--- src/rtl/caliptra_apb_arbiter.sv ---
// Two-requester round-robin APB arbiter in front of the Caliptra APB slave port.
// Optional downstream wait-state watchdog: define CALIPTRA_APB_ARB_TIMEOUT_EN.
module caliptra_apb_arbiter #(
  parameter int ADDR_W         = 32,
  parameter int DATA_W         = 32,
  parameter int TIMEOUT_CYCLES = 1024
) (
  input  logic              core_clk,
  input  logic              cptra_rst_b,

  input  logic              r0_psel,
  input  logic              r0_penable,
  input  logic              r0_pwrite,
  input  logic [ADDR_W-1:0] r0_paddr,
  input  logic [2:0]        r0_pprot,
  input  logic [DATA_W-1:0] r0_pwdata,
  output logic [DATA_W-1:0] r0_prdata,
  output logic              r0_pready,
  output logic              r0_pslverr,

  input  logic              r1_psel,
  input  logic              r1_penable,
  input  logic              r1_pwrite,
  input  logic [ADDR_W-1:0] r1_paddr,
  input  logic [2:0]        r1_pprot,
  input  logic [DATA_W-1:0] r1_pwdata,
  output logic [DATA_W-1:0] r1_prdata,
  output logic              r1_pready,
  output logic              r1_pslverr,

  output logic              PSEL,
  output logic              PENABLE,
  output logic              PWRITE,
  output logic [ADDR_W-1:0] PADDR,
  output logic [2:0]        PPROT,
  output logic [DATA_W-1:0] PWDATA,
  input  logic [DATA_W-1:0] PRDATA,
  input  logic              PREADY,
  input  logic              PSLVERR,

  output logic              timeout_pulse,
  output logic              gnt_id
);

  // state  | meaning
  // IDLE   | no transfer in flight; arbitrate between r0_psel/r1_psel
  // SETUP  | downstream setup phase (PSEL=1, PENABLE=0)
  // ACCESS | downstream access phase, waiting for PREADY (or watchdog)
  // RESP   | one-cycle rN_pready pulse to the granted requester
  typedef enum logic [1:0] {IDLE, SETUP, ACCESS, RESP} state_t;

  state_t            state;
  logic              last_gnt;
  logic              pick;
  logic              sel_pwrite;
  logic [ADDR_W-1:0] sel_paddr;
  logic [2:0]        sel_pprot;
  logic [DATA_W-1:0] sel_pwdata;
  logic              wdog_exp;
  logic              rsp_err;
  logic [DATA_W-1:0] rsp_data;

  // Requester penable carries no information for arbitration.
  logic unused_penable;
  assign unused_penable = r0_penable ^ r1_penable;

  always_comb begin
    pick = 1'b0;
    if (r0_psel && r1_psel) begin
      pick = ~last_gnt;
    end else if (r1_psel) begin
      pick = 1'b1;
    end
    sel_pwrite = pick ? r1_pwrite : r0_pwrite;
    sel_paddr  = pick ? r1_paddr  : r0_paddr;
    sel_pprot  = pick ? r1_pprot  : r0_pprot;
    sel_pwdata = pick ? r1_pwdata : r0_pwdata;
  end

  // A watchdog expiry completes as an error with zeroed read data.
  assign rsp_err  = PREADY ? PSLVERR : 1'b1;
  assign rsp_data = (!PREADY || PWRITE) ? '0 : PRDATA;

`ifdef CALIPTRA_APB_ARB_TIMEOUT_EN
  localparam int WD_W = $clog2(TIMEOUT_CYCLES + 1);
  localparam logic [WD_W-1:0] WD_LAST = WD_W'(TIMEOUT_CYCLES - 1);

  logic [WD_W-1:0] wdog;

  assign wdog_exp = (state == ACCESS) && !PREADY && (wdog == WD_LAST);

  always_ff @(posedge core_clk or negedge cptra_rst_b) begin
    if (!cptra_rst_b) begin
      wdog <= '0;
    end else if (state == SETUP) begin
      wdog <= '0;
    end else if (state == ACCESS && !PREADY && !wdog_exp) begin
      wdog <= wdog + 1'b1;
    end
  end
`else
  localparam int unused_timeout_cycles = TIMEOUT_CYCLES;
  assign wdog_exp = 1'b0;
`endif

  always_ff @(posedge core_clk or negedge cptra_rst_b) begin
    if (!cptra_rst_b) begin
      state         <= IDLE;
      last_gnt      <= 1'b1;
      gnt_id        <= 1'b0;
      PSEL          <= 1'b0;
      PENABLE       <= 1'b0;
      PWRITE        <= 1'b0;
      PADDR         <= '0;
      PPROT         <= '0;
      PWDATA        <= '0;
      r0_prdata     <= '0;
      r0_pready     <= 1'b0;
      r0_pslverr    <= 1'b0;
      r1_prdata     <= '0;
      r1_pready     <= 1'b0;
      r1_pslverr    <= 1'b0;
      timeout_pulse <= 1'b0;
    end else begin
      r0_pready     <= 1'b0;
      r0_pslverr    <= 1'b0;
      r1_pready     <= 1'b0;
      r1_pslverr    <= 1'b0;
      timeout_pulse <= 1'b0;
      unique case (state)
        IDLE: begin
          if (r0_psel || r1_psel) begin
            gnt_id   <= pick;
            last_gnt <= pick;
            PWRITE   <= sel_pwrite;
            PADDR    <= sel_paddr;
            PPROT    <= sel_pprot;
            PWDATA   <= sel_pwdata;
            PSEL     <= 1'b1;
            state    <= SETUP;
          end
        end
        SETUP: begin
          PENABLE <= 1'b1;
          state   <= ACCESS;
        end
        ACCESS: begin
          if (PREADY || wdog_exp) begin
            PSEL          <= 1'b0;
            PENABLE       <= 1'b0;
            timeout_pulse <= !PREADY;
            if (gnt_id) begin
              r1_pready  <= 1'b1;
              r1_pslverr <= rsp_err;
              r1_prdata  <= rsp_data;
            end else begin
              r0_pready  <= 1'b1;
              r0_pslverr <= rsp_err;
              r0_prdata  <= rsp_data;
            end
            state <= RESP;
          end
        end
        RESP: begin
          state <= IDLE;
        end
        default: begin
          state <= IDLE;
        end
      endcase
    end
  end

endmodule

--- config.mk ---
export PLATFORM = sky130hd
export DESIGN_NAME = caliptra_apb_arbiter
export DESIGN_NICKNAME = d
export VERILOG_FILES = /design/src/rtl/caliptra_apb_arbiter.sv
export SDC_FILE = /design/constraint.sdc
export NUM_CORES = 1
export LEC_CHECK = 0
export ABC_AREA = 1
export CORE_MARGIN = 2
export CORE_UTILIZATION = 43
export CTS_BUF_LIST = sky130_fd_sc_hd__clkbuf_4 sky130_fd_sc_hd__clkbuf_8
export DETAILED_ROUTE_END_ITERATION = 10
export GPL_ROUTABILITY_DRIVEN = 0
export HOLD_SLACK_MARGIN = 0.05
export MAX_ROUTING_LAYER = met4
export PLACE_DENSITY = 0.9
export SLEW_MARGIN = 15
export SYNTH_ARGS = -nofsm -noshare
export SYNTH_HDL_FRONTEND = slang
export SYNTH_SLANG_ARGS = --single-unit
--- constraint.sdc ---
create_clock -name core_clk -period 1.8 [get_ports core_clk]
set_input_delay 0.45 -clock core_clk [delete_from_list [all_inputs] [get_ports core_clk]]
set_output_delay 0.45 -clock core_clk [all_outputs]
set_load 0.05 [all_outputs]
==> results.cfg <==
[worst_setup_path]
r2r_cells = 7
worst-r2r-setup-slack_ns = 0.14
worstSetupStartpointType = register
r2r_start = state[0]$_DFFE_PN0P_
regToRegEndpoint = PWDATA[10]$_DFFE_PN0P_
crit_type = reg2reg
crit_top_cell = inv_1
worst_path_max_delay_cell = dfrtp_1
cells_along_the_critical_path = inv_1 > ha_1 > inv_1 > nor2_4 > buf_12 > nand3_1 > nand2_1
critPathMaxFanout = 41
cp-end-kind = register
required_ns = 2.18
critical_path.top_delay_family = buffers and inverters
critical_path.n_buffers_inverters = 3
critical_path_arrival_ns = 2.04
critical-path-max-stage-delay_ns = 0.40

[final_layout]
n_antenna_cell = 0
post_route_cells_drive_above_1_share_pct = 18.6
post_layout_nonfiller_instances = 1419
area_growth_pct = 52.9
final_core_utilization_pct = 66.7
finish.net_count = 1372

[pwr]
sequentialPowerShare_pct = 27.7
power.share.switching_pct = 52.7
sum_of_internal_switching_and_leakage_power_w = 0.0208
internal-power_w = 0.00982
combinationalPowerShare_pct = 60.5
clkPwrFrac_pct = 11.9
switchingPower_w = 0.0109
p_leak_nw = 5.49
power_per_cell_area_mw_per_mm2 = 1970
ir_worst_vdd_mv = 1.26

[worst_hold_path]
hold_path_class = in2reg
min-delay-start = r1_psel
hold-path-endpoint = last_gnt$_DFFE_PN1P_
number_of_cells_traversed_by_the_worst_hold_path = 3

[timing]
hold_viol = 0
fmaxAchievable_ghz = 0.604
finalWorstPathRequiredPeriod_ns = 1.66
slew_viol_final = 0
min_period_over_period_pct = 92.0
timing.setup.tns_ns = 0
grt_setup_unrepaired = false
timing.final.setup_violations = 0
fin_skew_ns = 0.0143

[clock_tree]
clkLatencyLatePin_ns = 0.45
cts_inserted_buffers = 17
cts.reportedPaths.clkPinSlew_ns = 0.08
clkSinkCount = 142
ctsLongestPathBuffers = 2
cts_tree = built
cts_root_buffer_type = clkbuf_8
ctsHtreeMaxLevel = 4

[grt]
globalRouteOverflowTotal = 0
wire_length_of_the_first_global_routing_pass_um = 32900
grt_use_total_pct = 25.5
grt_antenna_before_repair = 0
grt_pass1_vias = 6743
grt_start_max_net_pins = 49

[run]
cap_viol_max_count = 0

[detailed_routing]
route.detailed.vias_per_inst = 4.88
num_vias = 6927
drt_first_pass_iters = 7
drc_errors = 0
routedWlPerCell_um = 15.1
initialDrtViolationCount = 290
drt.antenna.violating_nets = 0
wl_um = 21500

[synthesis]
mappedNetlistNets = 1053
synth.lib_cells_used.distinct = 21
synth-seq-cells = 142
synthesis.yosys.warnings = 0
syn_area_per_cell_um2 = 7.89
post_synth_instance_area_mm2 = 0.00688
synth-seq-area-share_pct = 51.7
syn-instance-count = 872

[run_status]
outcome = completed

[floorplan]
die_x_um = 130
top_level_ports = 316
initial_core_util_pct = 43.6
num_rows = 46
fp.dieH_um = 130
core_mm2 = 0.0158
design.die.area_mm2 = 0.0170

[placed_design]
buffer_ports.inserted = 312
post-dp-hpwl_um = 16000
dp_cells = 1387
worst max path at each step:
stage,to,startpoint,slack [ns],depth (start not counted)
after floorplan,r1_prdata[24]$_DFFE_PN0P_,state[0]$_DFFE_PN0P_,0.35,9
after global placement,PWDATA[11]$_DFFE_PN0P_,r0_psel,-0.04,8
after detailed placement,PWDATA[11]$_DFFE_PN0P_,r0_psel,-0.09,8
after CTS,PPROT[2]$_DFFE_PN0P_,state[0]$_DFFE_PN0P_,0.14,7
after global routing,PWDATA[16]$_DFFE_PN0P_,state[1]$_DFFE_PN0P_,0.02,8
final,PWDATA[10]$_DFFE_PN0P_,state[0]$_DFFE_PN0P_,0.14,7
area by class of cell:
cell class              count  area, µm²
flip-flops and latches    142       3550
multi-input cells         577       2650
well taps                 216        270
fillers                  1244       5250
clock buffers              19        262
inverters                  98        368
repair buffers            355       3300
clock inverters            12        111
metal layers:
layer / GRT usage (%) / share of wire, % / up-vias
li1: - / - / 3325
met5: - / 0 / -
met3: 7.13 / 9.1 / 50
met2: 42.7 / 49 / 334
met1: 28.8 / 39 / 3218
met4: 10.6 / 3.3 / 0
worst min-delay path, cell delays in order:
cell	delay (ns)
buf_2	0.20
nand3_1	0.16
nand2_1	0.07
cell families after synthesis:
kind of cell	Yosys count	share of synthesized area (%)
other cells	1	0.0545
fa+ha+maj	5	0.909
simple gates	524	34.0
flops	142	51.7
buf+inv	153	9.89
compound gates	47	3.42
layout by cell type, fill, tap and decap left out, types with 4 or more instances in the layout:
master	netlist	final
clkbuf_8	0	19
ha_1	5	5
buf_12	0	16
buf_4	11	164
a21oi_1	33	33
o21ai_0	14	14
nor2_4	3	4
nand2_1	323	323
clkdlybuf4s50_1	0	171
nor2_1	55	54
dfrtp_1	141	141
nand3b_1	68	68
nand3_1	71	71
inv_1	95	95
stage by stage:
stage	area, µm²	hold slack [ns]	setup WS [ns]
detailed placement	10100	0.424	-0.0922
floorplan	6880	0.154	0.349
CTS	10500	0.429	0.143
global route	10500	0.470	0.0221
finish	10500	0.442	0.144
global placement	10100	0.421	-0.0366
power by group through the flow:
stage,clock network [W],registers (W),logic (W)
finish,0.00246,0.00574,0.0126
global route,0.00265,0.00593,0.0134
CTS,0.00250,0.00574,0.0126
detailed placement,0,0.00575,0.0126
global placement,0,0.00572,0.0123
floorplan,0,0.0109,0.00298
sequential cells by signal (all words and copies together) (netlist names):
name,cells
PENABLE,1
r1_pready,1
r0_pslverr,1
r1_pslverr,1
r0_prdata,32
PPROT,3
last_gnt,1
gnt_id,1
PADDR,32
state,2
PWDATA,32
r1_prdata,32
PSEL,1
r0_pready,1
PWRITE,1
repair_timing:
item | in CTS | in global routing
setup buffers | 0 | 0
hold endpoints to repair | 40 | 0
gates resized for setup | 0 | 1
endpoints found under the setup margin | 0 | 3
hold buffers | 1 | 0
cells in the mapped netlist, drive strengths merged:
cell type / n / share of area (%)
nand3: 71 / 5.2
buf: 46 / 4.1
nor3: 1 / 0.073
ha: 5 / 0.91
a21oi: 33 / 2.4
nand3b: 68 / 7.4
nor2: 58 / 3.5
inv: 98 / 5.3
nand4: 1 / 0.091
dfrtp: 141 / 51
nand2: 325 / 18
o21ai: 14 / 1.0
dfstp: 1 / 0.38
conb: 1 / 0.055
clkbuf: 9 / 0.49
No activity file was read; power rests on OpenSTA's default activity.
